File: src/rtl/clock_gen_ctrl_pkg.sv
// Purpose: shared types and constants for the multi-channel clock generator.
//   ch0_mode_t  - channel-0 mode input encoding (RSVD behaves as HALT)
//   ch0_state_t - channel-0 run/halt/step controller states
package clock_gen_pkg;

  localparam int unsigned MODE_W = 2;

  typedef enum logic [MODE_W-1:0] {
    MODE_RUN  = 2'b00,
    MODE_HALT = 2'b01,
    MODE_STEP = 2'b10,
    MODE_RSVD = 2'b11
  } ch0_mode_t;

  typedef enum logic [1:0] {
    ST_HALTED = 2'b00,
    ST_RUN    = 2'b01,
    ST_STEP   = 2'b10
  } ch0_state_t;

endpackage

File: src/rtl/clock_gen_ctrl_btn_debounce.sv
// Purpose: synchronise and debounce the raw step button into a single-cycle
// press pulse. A press fires once the synchronised level has been stable high
// for CYCLES cycles; a new press needs CYCLES stable-low cycles first.
// Ports:
//   clk, reset_n - clock, async active-low reset
//   btn_i        - raw asynchronous button level (active high)
//   press_o      - one-cycle press pulse (registered)
module btn_debounce #(
  parameter int unsigned CYCLES = 250_000
) (
  input  logic clk,
  input  logic reset_n,
  input  logic btn_i,
  output logic press_o
);

  localparam int unsigned CW = $clog2(CYCLES + 1);

  logic          sync1_q, sync2_q;
  logic          level_q, level_d;
  logic          press_q, press_d;
  logic [CW-1:0] cnt_q, cnt_d;

  // Two-flop synchroniser plus debounce state
  always_ff @(posedge clk or negedge reset_n) begin
    if (!reset_n) begin
      sync1_q <= 1'b0;
      sync2_q <= 1'b0;
      level_q <= 1'b0;
      press_q <= 1'b0;
      cnt_q   <= '0;
    end else begin
      sync1_q <= btn_i;
      sync2_q <= sync1_q;
      level_q <= level_d;
      press_q <= press_d;
      cnt_q   <= cnt_d;
    end
  end

  // Count consecutive cycles the input differs from the accepted level;
  // any return to the accepted level clears the count.
  always_comb begin
    level_d = level_q;
    press_d = 1'b0;
    cnt_d   = '0;
    if (sync2_q != level_q) begin
      if (cnt_q >= CW'(CYCLES - 1)) begin
        level_d = sync2_q;
        press_d = sync2_q;
      end else begin
        cnt_d = cnt_q + CW'(1);
      end
    end
  end

  assign press_o = press_q;

endmodule

File: src/rtl/clock_gen_ctrl.sv
// Purpose: NUM_CH runtime-programmable 50 % duty clock dividers. Channel 0
// (CPU/RAM clock) adds run / glitch-free halt / single-step control.
// Ports:
//   clk, reset_n - board clock, async active-low reset
//   div          - packed half-period divisors, channel i at [i*DIV_W +: DIV_W]
//   mode         - channel-0 mode: 00 RUN, 01 HALT, 10 STEP, 11 HALT
//   step_btn     - raw step button
//   clk_out      - divided clocks (registered)
//   rise_tick    - one-cycle pulse in the first high cycle of each clk_out
//   halted       - channel 0 stopped low
//   cycle_count  - channel-0 rising edges, wrapping
module clock_gen_ctrl
  import clock_gen_pkg::*;
#(
  parameter int unsigned NUM_CH          = 4,
  parameter int unsigned DIV_W           = 32,
  parameter int unsigned DEBOUNCE_CYCLES = 250_000,
  parameter int unsigned CNT_W           = 16
) (
  input  logic                    clk,
  input  logic                    reset_n,
  input  logic [NUM_CH*DIV_W-1:0] div,
  input  logic [MODE_W-1:0]       mode,
  input  logic                    step_btn,
  output logic [NUM_CH-1:0]       clk_out,
  output logic [NUM_CH-1:0]       rise_tick,
  output logic                    halted,
  output logic [CNT_W-1:0]        cycle_count
);

  logic press;

  btn_debounce #(.CYCLES(DEBOUNCE_CYCLES)) u_debounce (
    .clk     (clk),
    .reset_n (reset_n),
    .btn_i   (step_btn),
    .press_o (press)
  );

  // ---------------- channel 0 with run/halt/step control ----------------
  ch0_mode_t        mode_e;
  ch0_state_t       state_q, state_d;
  logic [DIV_W-1:0] div0;
  logic [DIV_W-1:0] cnt0_q, cnt0_d;
  logic             out0_q, out0_d;
  logic             tick0_q, tick0_d;
  logic             halted_q, halted_d;
  logic [CNT_W-1:0] cyc_q;
  logic             term0;

  assign mode_e = ch0_mode_t'(mode);
  assign div0   = div[DIV_W-1:0];
  // >= keeps a divisor decrease from overrunning the counter
  assign term0  = (cnt0_q >= (div0 - DIV_W'(1)));

  always_ff @(posedge clk or negedge reset_n) begin
    if (!reset_n) begin
      state_q  <= ST_HALTED;
      cnt0_q   <= '0;
      out0_q   <= 1'b0;
      tick0_q  <= 1'b0;
      halted_q <= 1'b1;
      cyc_q    <= '0;
    end else begin
      state_q  <= state_d;
      cnt0_q   <= cnt0_d;
      out0_q   <= out0_d;
      tick0_q  <= tick0_d;
      halted_q <= halted_d;
      if (tick0_d) cyc_q <= cyc_q + CNT_W'(1);
    end
  end

  // Halting only happens at a low-phase terminal, so the high phase is never
  // cut short and the preceding low phase always lasts div0 cycles.
  always_comb begin
    state_d  = state_q;
    cnt0_d   = cnt0_q;
    out0_d   = out0_q;
    tick0_d  = 1'b0;
    halted_d = halted_q;
    if (div0 == '0) begin
      state_d  = ST_HALTED;
      cnt0_d   = '0;
      out0_d   = 1'b0;
      halted_d = 1'b1;
    end else begin
      case (state_q)
        ST_HALTED: begin
          cnt0_d   = '0;
          out0_d   = 1'b0;
          halted_d = 1'b1;
          if (mode_e == MODE_RUN || (mode_e == MODE_STEP && press)) begin
            state_d  = (mode_e == MODE_RUN) ? ST_RUN : ST_STEP;
            out0_d   = 1'b1;
            tick0_d  = 1'b1;
            halted_d = 1'b0;
          end
        end
        ST_RUN, ST_STEP: begin
          if (term0) begin
            cnt0_d = '0;
            if (out0_q) begin
              out0_d = 1'b0;
            end else if (state_q == ST_STEP || mode_e != MODE_RUN) begin
              state_d  = ST_HALTED;
              halted_d = 1'b1;
            end else begin
              out0_d  = 1'b1;
              tick0_d = 1'b1;
            end
          end else begin
            cnt0_d = cnt0_q + DIV_W'(1);
          end
        end
        default: state_d = ST_HALTED;
      endcase
    end
  end

  assign clk_out[0]   = out0_q;
  assign rise_tick[0] = tick0_q;
  assign halted       = halted_q;
  assign cycle_count  = cyc_q;

  // ---------------- channels 1..NUM_CH-1, always free-running ----------------
  for (genvar i = 1; i < NUM_CH; i++) begin : g_ch
    logic [DIV_W-1:0] div_ch;
    logic [DIV_W-1:0] cnt_q;
    logic             out_q;
    logic             tick_q;

    assign div_ch = div[i*DIV_W +: DIV_W];

    always_ff @(posedge clk or negedge reset_n) begin
      if (!reset_n) begin
        cnt_q  <= '0;
        out_q  <= 1'b0;
        tick_q <= 1'b0;
      end else if (div_ch == '0) begin
        cnt_q  <= '0;
        out_q  <= 1'b0;
        tick_q <= 1'b0;
      end else if (cnt_q >= (div_ch - DIV_W'(1))) begin
        cnt_q  <= '0;
        out_q  <= ~out_q;
        tick_q <= ~out_q;
      end else begin
        cnt_q  <= cnt_q + DIV_W'(1);
        tick_q <= 1'b0;
      end
    end

    assign clk_out[i]   = out_q;
    assign rise_tick[i] = tick_q;
  end

endmodule
File: config.mk
export PLATFORM = sky130hd
export DESIGN_NAME = clock_gen_ctrl
export DESIGN_NICKNAME = d
export VERILOG_FILES = /design/src/rtl/clock_gen_ctrl_pkg.sv /design/src/rtl/clock_gen_ctrl_btn_debounce.sv /design/src/rtl/clock_gen_ctrl.sv
export SDC_FILE = /design/constraint.sdc
export NUM_CORES = 1
export LEC_CHECK = 0
export BUFFER_PORTS_ARGS = -buffer_cell sky130_fd_sc_hd__clkbuf_2
export CAP_MARGIN = 5
export CORE_ASPECT_RATIO = 0.8
export CORE_MARGIN = 2
export CORE_UTILIZATION = 58
export CTS_CLUSTER_SIZE = 40
export DETAILED_ROUTE_END_ITERATION = 8
export PLACE_DENSITY = 0.87
export SKIP_CTS_REPAIR_TIMING = 1
export SLEW_MARGIN = 10
export SYNTH_ARGS = -nofsm -noshare
export SYNTH_HDL_FRONTEND = slang
export SYNTH_HIERARCHICAL = 1
export SYNTH_SLANG_ARGS = --single-unit
File: constraint.sdc
create_clock -name clk -period 4.58 [get_ports clk]
set_input_delay 0.916 -clock clk [delete_from_list [all_inputs] [get_ports clk]]
set_output_delay 0.916 -clock clk [all_outputs]
set_load 0.005 [all_outputs]
# Word level (Yosys, flattened, before mapping)
# Cells that the tools add are included.
# totals
reg_bits	177
out_inout_bits	25
word_cells	112
# classes
order_cmp	5
bitwise_logic	3
mux	47
reduce_logical	19
addsub	10
eq_ne	8
# ops
cell	count
2-to-1 mux 32 bit	8
adder 32 x 1 -> 32 bit (second input constant)	4
>= comparator 32 bit	4
zero test 32 bit	4
subtractor 32 x 1 -> 32 bit (second input constant)	4
one-hot mux 32 bit (2 select lines)	1
2-to-1 mux 18 bit	2
2-to-1 mux 1 bit	26
adder 18 x 1 -> 18 bit (second input constant)	1
>= comparator 18 bit (second input constant)	1
adder 16 x 1 -> 16 bit (second input constant)	1
2-to-1 mux 2 bit	6
!= test 3 bit (second input constant)	4
AND reduction 4 bit	2
nonzero test 2 bit	4
one-hot mux 1 bit (2 select lines)	3
equality test 2 bit (second input constant)	2
zero test 2 bit	2
one-hot mux 2 bit (2 select lines)	1
AND reduction 2 bit	2
NOT 1 bit	3
nonzero test 3 bit	1
equality test 2 x 1 -> 1 bit (second input constant)	1
logical OR 1 bit	2
other kinds (3)	3

# Logic depth before layout (Yosys ltp)
# logic_depth
depth_word	7
mapped_depth	18

# Cells and area by module
# Netlist, hierarchy kept.
# by_module_without_submodules
mod	area_per_inst_um2	n_inst	seq_area_each_um2	cells_each
clock_gen_ctrl	12644.6	1	3880.0	1456
btn_debounce	1104.8	1	550.5	102

# Worst setup path before layout
# Ideal clock, no wire load.
# synth_timing
path_type	input -> register
startpoint	input port div[107]
endpoint	register g_ch[3].cnt_q[10]
t_arrival_ps	4646
setup_time_ps	86
stages	17
path_slack_ps	-152
required_time_ps	4494
path_buffers	3
cell_sequence	or4_1 -> or3_1 -> or3_1 -> or4_1 -> buf_2 -> nor3_1 -> xnor2_1 -> ha_1 -> nand2_1 -> o21ai_0 -> a21o_1 -> a211oi_1 -> nor2_1 -> a211o_1 -> clkbuf_1 -> clkbuf_1 -> nor3_1
# synth_via
elab_chain_len	4
elab_cells_between_ends	5
cone_classes	add/sub (1); order compare (1); mux (2); reduce/logical (1)
# synth_lines
item	line_no	text
start: declaration	clock_gen_ctrl.sv:22	input logic [NUM_CH*DIV_W-1:0] div,
subtractor 32 x 1 -> 32 bit	clock_gen_ctrl.sv:144	end else if (cnt_q >= (div_ch - DIV_W'(1))) begin
>= comparator 32 bit	clock_gen_ctrl.sv:144	
2-to-1 mux 32 bit	clock_gen_ctrl.sv:144	
2-to-1 mux 32 bit *	clock_gen_ctrl.sv:140	end else if (div_ch == '0) begin
end signal: assignment	clock_gen_ctrl.sv:149	cnt_q <= cnt_q + DIV_W'(1);
end: declaration	clock_gen_ctrl.sv:129	logic [DIV_W-1:0] cnt_q;
# Mark *: on every way between the ends. The rest lies on a longest branch, timed or not.
# A chain may end at the register's enable or synchronous reset.

# Worst setup path in the final report
# layout_timing
startpoint	input port div[107]
endpoint	register g_ch[3].cnt_q[2]
# The elaborated chain is that of the path after synthesis.

==> reports/summary.txt <==
status: complete, no violations
share of cells above drive strength 1: 17.82%
GR Overflow Total: 0
Initial Utilization: 58.92%
Via-to-Cell Ratio: 6.044
Setup WS post-layout: 0.04224 ns
crit path DAT: 4.85 ns
initial antenna violation count: 2
Seq pwr share: 41.2%
first-pass GRT wire length: 54710 um
number of global-route vias before repair: 11818
Seq cells post-synth: 177
Final Slew Violations: 0
Commonest cells post-synth: dfrtp_1, ha_1, nor2_1
DP Cell Count: 2036
Worst VDD drop: 0.2912 mV
Hold Fails Final Rpt: 0
CTS sink count: 177
Sw Share: 34.02%
Worst-path clk slew: 0.07 ns
die area: 24960 um^2
CTS tree: built
Die Y: 141.7 um
critical path required time: 4.89 ns
Num CTS Buffers: 17
routed wire length: 33170 um
Fill cells: 1700
EDFF count, synth: 0
Top-Level Pins: 158
HP Class: reg2reg
P_int: 3.368 mW
first-iteration detailed-routing DRC count: 979
critical path class: in2reg
Min Hold Slack: 0.3519 ns
sw power: 1.737 mW
maximum clock rate: 0.2204 GHz
top cells by area, synth: dfrtp_1, ha_1, xnor2_1
skew final: 0.01189 ns
Worst Max-Slew Pin Slew: 1.146 ns
post-layout min period: 4.538 ns
post-DP HPWL: 24430 um
library cells used by synthesis: 68
Crit. End Element: flop
drc violations: 0
total track usage: 26.34%
end-of-flow core utilization: 68.99%
slew margin rel.: 22.89%
overall power: 5.104 mW
Gate power share: 28.7%
largest net degree at the start of global routing: 98
critical path's largest stage delay: 0.53 ns
RSZ-0062 raised after global routing: true
Vias: 12512
antenna-violating nets left: 0
Cell Pwr Density: 317.1 nW/um^2
most common cell in the netlist: dfrtp_1
Netlist Area Pre-Place: 13750 um^2
final cycle utilization of the critical path: 99.08%
Routed wire per std cell: 16.03 um
critical path's slowest cell: or4_4
Clk pwr share: 30.0%
post-route cell area: 16100 um^2
gate count after technology mapping: 1558
nets: 2020
register area share after synthesis: 32.22%
Yosys warnings: 6
Rows: 50
Final setup violation count: 0
DR pass1 iterations: 5
post-synth top area cell: dfrtp_1
core area: 23330 um^2
Port Buffer Count: 157
syn_nets: 1833
Place WS: -0.5040 ns
H-tree level count: 4
startpoint types: input pin
DP Area: 15270 um^2
Primary FF master, synth: dfrtp_1
cells along the critical path: clkbuf_2 > or4_4 > or3_4 > or3_4 > or4_4 > nor3_2 > xnor2_1 > ha_1 > nand2_1 > o21ai_0 > a21o_1 > a211oi_2 > nor2_1 > a211o_1 > buf_12 > nor3_1
area grow syn2layout: 17.08%
CP Max Fanout: 30
Max Cap Viol: 0
non-filler cells, final: 2070
Worst-Skew Late Latency: 0.43 ns
Async SR Flop Fraction: 100.0%
die span in x: 176.1 um
Clock Root Buffer: clkbuf_16
static leakage: 7.231 nW
gpl congestion: 0.8798
post-synth top area share: 32.03%
syn_area_per_cell: 8.825 um^2
Setup TNS: 0 ns
Max Root-Sink Buffers: 2
==> sequential cells by signal, indices dropped and copies added (netlist names) <==
register / flops
cnt0_q: 32
cycle_count: 16
g_ch.cnt_q: 96
g_ch.out_q: 3
g_ch.tick_q: 3
halted: 1
out0_q: 1
state_q: 2
tick0_q: 1
u_debounce/cnt_q: 18
u_debounce/level_q: 1
u_debounce/press_o: 1
u_debounce/sync1_q: 1
u_debounce/sync2_q: 1
==> cells in the final DEF (no fill, tap or decap), types with 23 or more instances in the layout <==
cell type	count
o21ai_0	31
dfrtp_1	176
nand2_1	114
buf_4	55
a21o_1	23
nor3_1	113
xnor2_1	128
and3_1	34
inv_1	35
ha_1	142
nor2_1	132
nand4_1	47
nand3_1	83
xor2_1	110
a21oi_1	62
clkbuf_2	156
nor4_1	40
==> kinds of logic after synthesis <==
family | synth area share (%)
fa+ha+maj | 12.92
xor+xnor | 15.16
mux | 0.6279
compound gates | 9.901
simple gates | 26.54
buf+inv | 2.621
flops | 32.22
==> layer usage <==
metal / global-route usage [%] / routed length (um) / up-vias
met3: 4.046 / 1486 / 56
met5: 0 / 0 / -
met4: 8.482 / 638 / 0
met2: 45.37 / 16580 / 358
met1: 34.14 / 14460 / 6047
li1: - / - / 6051
==> worst max-delay path: cells and delay by family <==
family                     cells  cell delay, ns
AOI/OAI and AO/OA              4            0.79
xor gates and xnor gates       1            0.16
adders and majority gates      1            0.27
buffers and inverters          2            0.29
and+or+nand+nor                8            2.40
==> path summary, 6_finish.rpt <==
kind	slack, ns	startpoint	endpoint	depth (start not counted)
worst min register to register	0.35	u_debounce/sync1_q	u_debounce/sync2_q	0
worst min-delay path	0.35	u_debounce/sync1_q	u_debounce/sync2_q	0
max in group asynchronous	3.02	reset_n	g_ch[3].cnt_q[3]	2
worst max-delay path	0.04	div[107]	g_ch[3].cnt_q[2]	16
worst max register to register	1.73	cnt0_q[7]	cycle_count[15]	10
min in group asynchronous	0.56	reset_n	g_ch[1].tick_q	1
==> power groups by stage <==
stage / combinational, mW / sequential [mW] / clock, mW
2_1_floorplan: 1.00 / 2.04 / 0
5_1_grt: 1.66 / 2.14 / 1.62
6_report: 1.47 / 2.11 / 1.53
4_1_cts: 1.44 / 2.10 / 1.56
3_3_place_gp: 1.33 / 2.11 / 0
3_5_place_dp: 1.42 / 2.12 / 0
==> area by class of cell <==
cell class | count | area [um^2] | area share [%]
Clock inverter | 12 | 185.2 | 1.150
Multi-Input combinational cell | 1297 | 9221 | 57.28
Sequential cell | 177 | 4431 | 27.52
Inverter | 35 | 131.4 | 0.8161
Antenna cell | 2 | 5.005 | 0.03109
Clock buffer | 18 | 429.2 | 2.666
Timing Repair Buffer | 217 | 1305 | 8.107
Tap cell | 312 | 390.4 | 2.425
(Power assumes the default switching activity.)
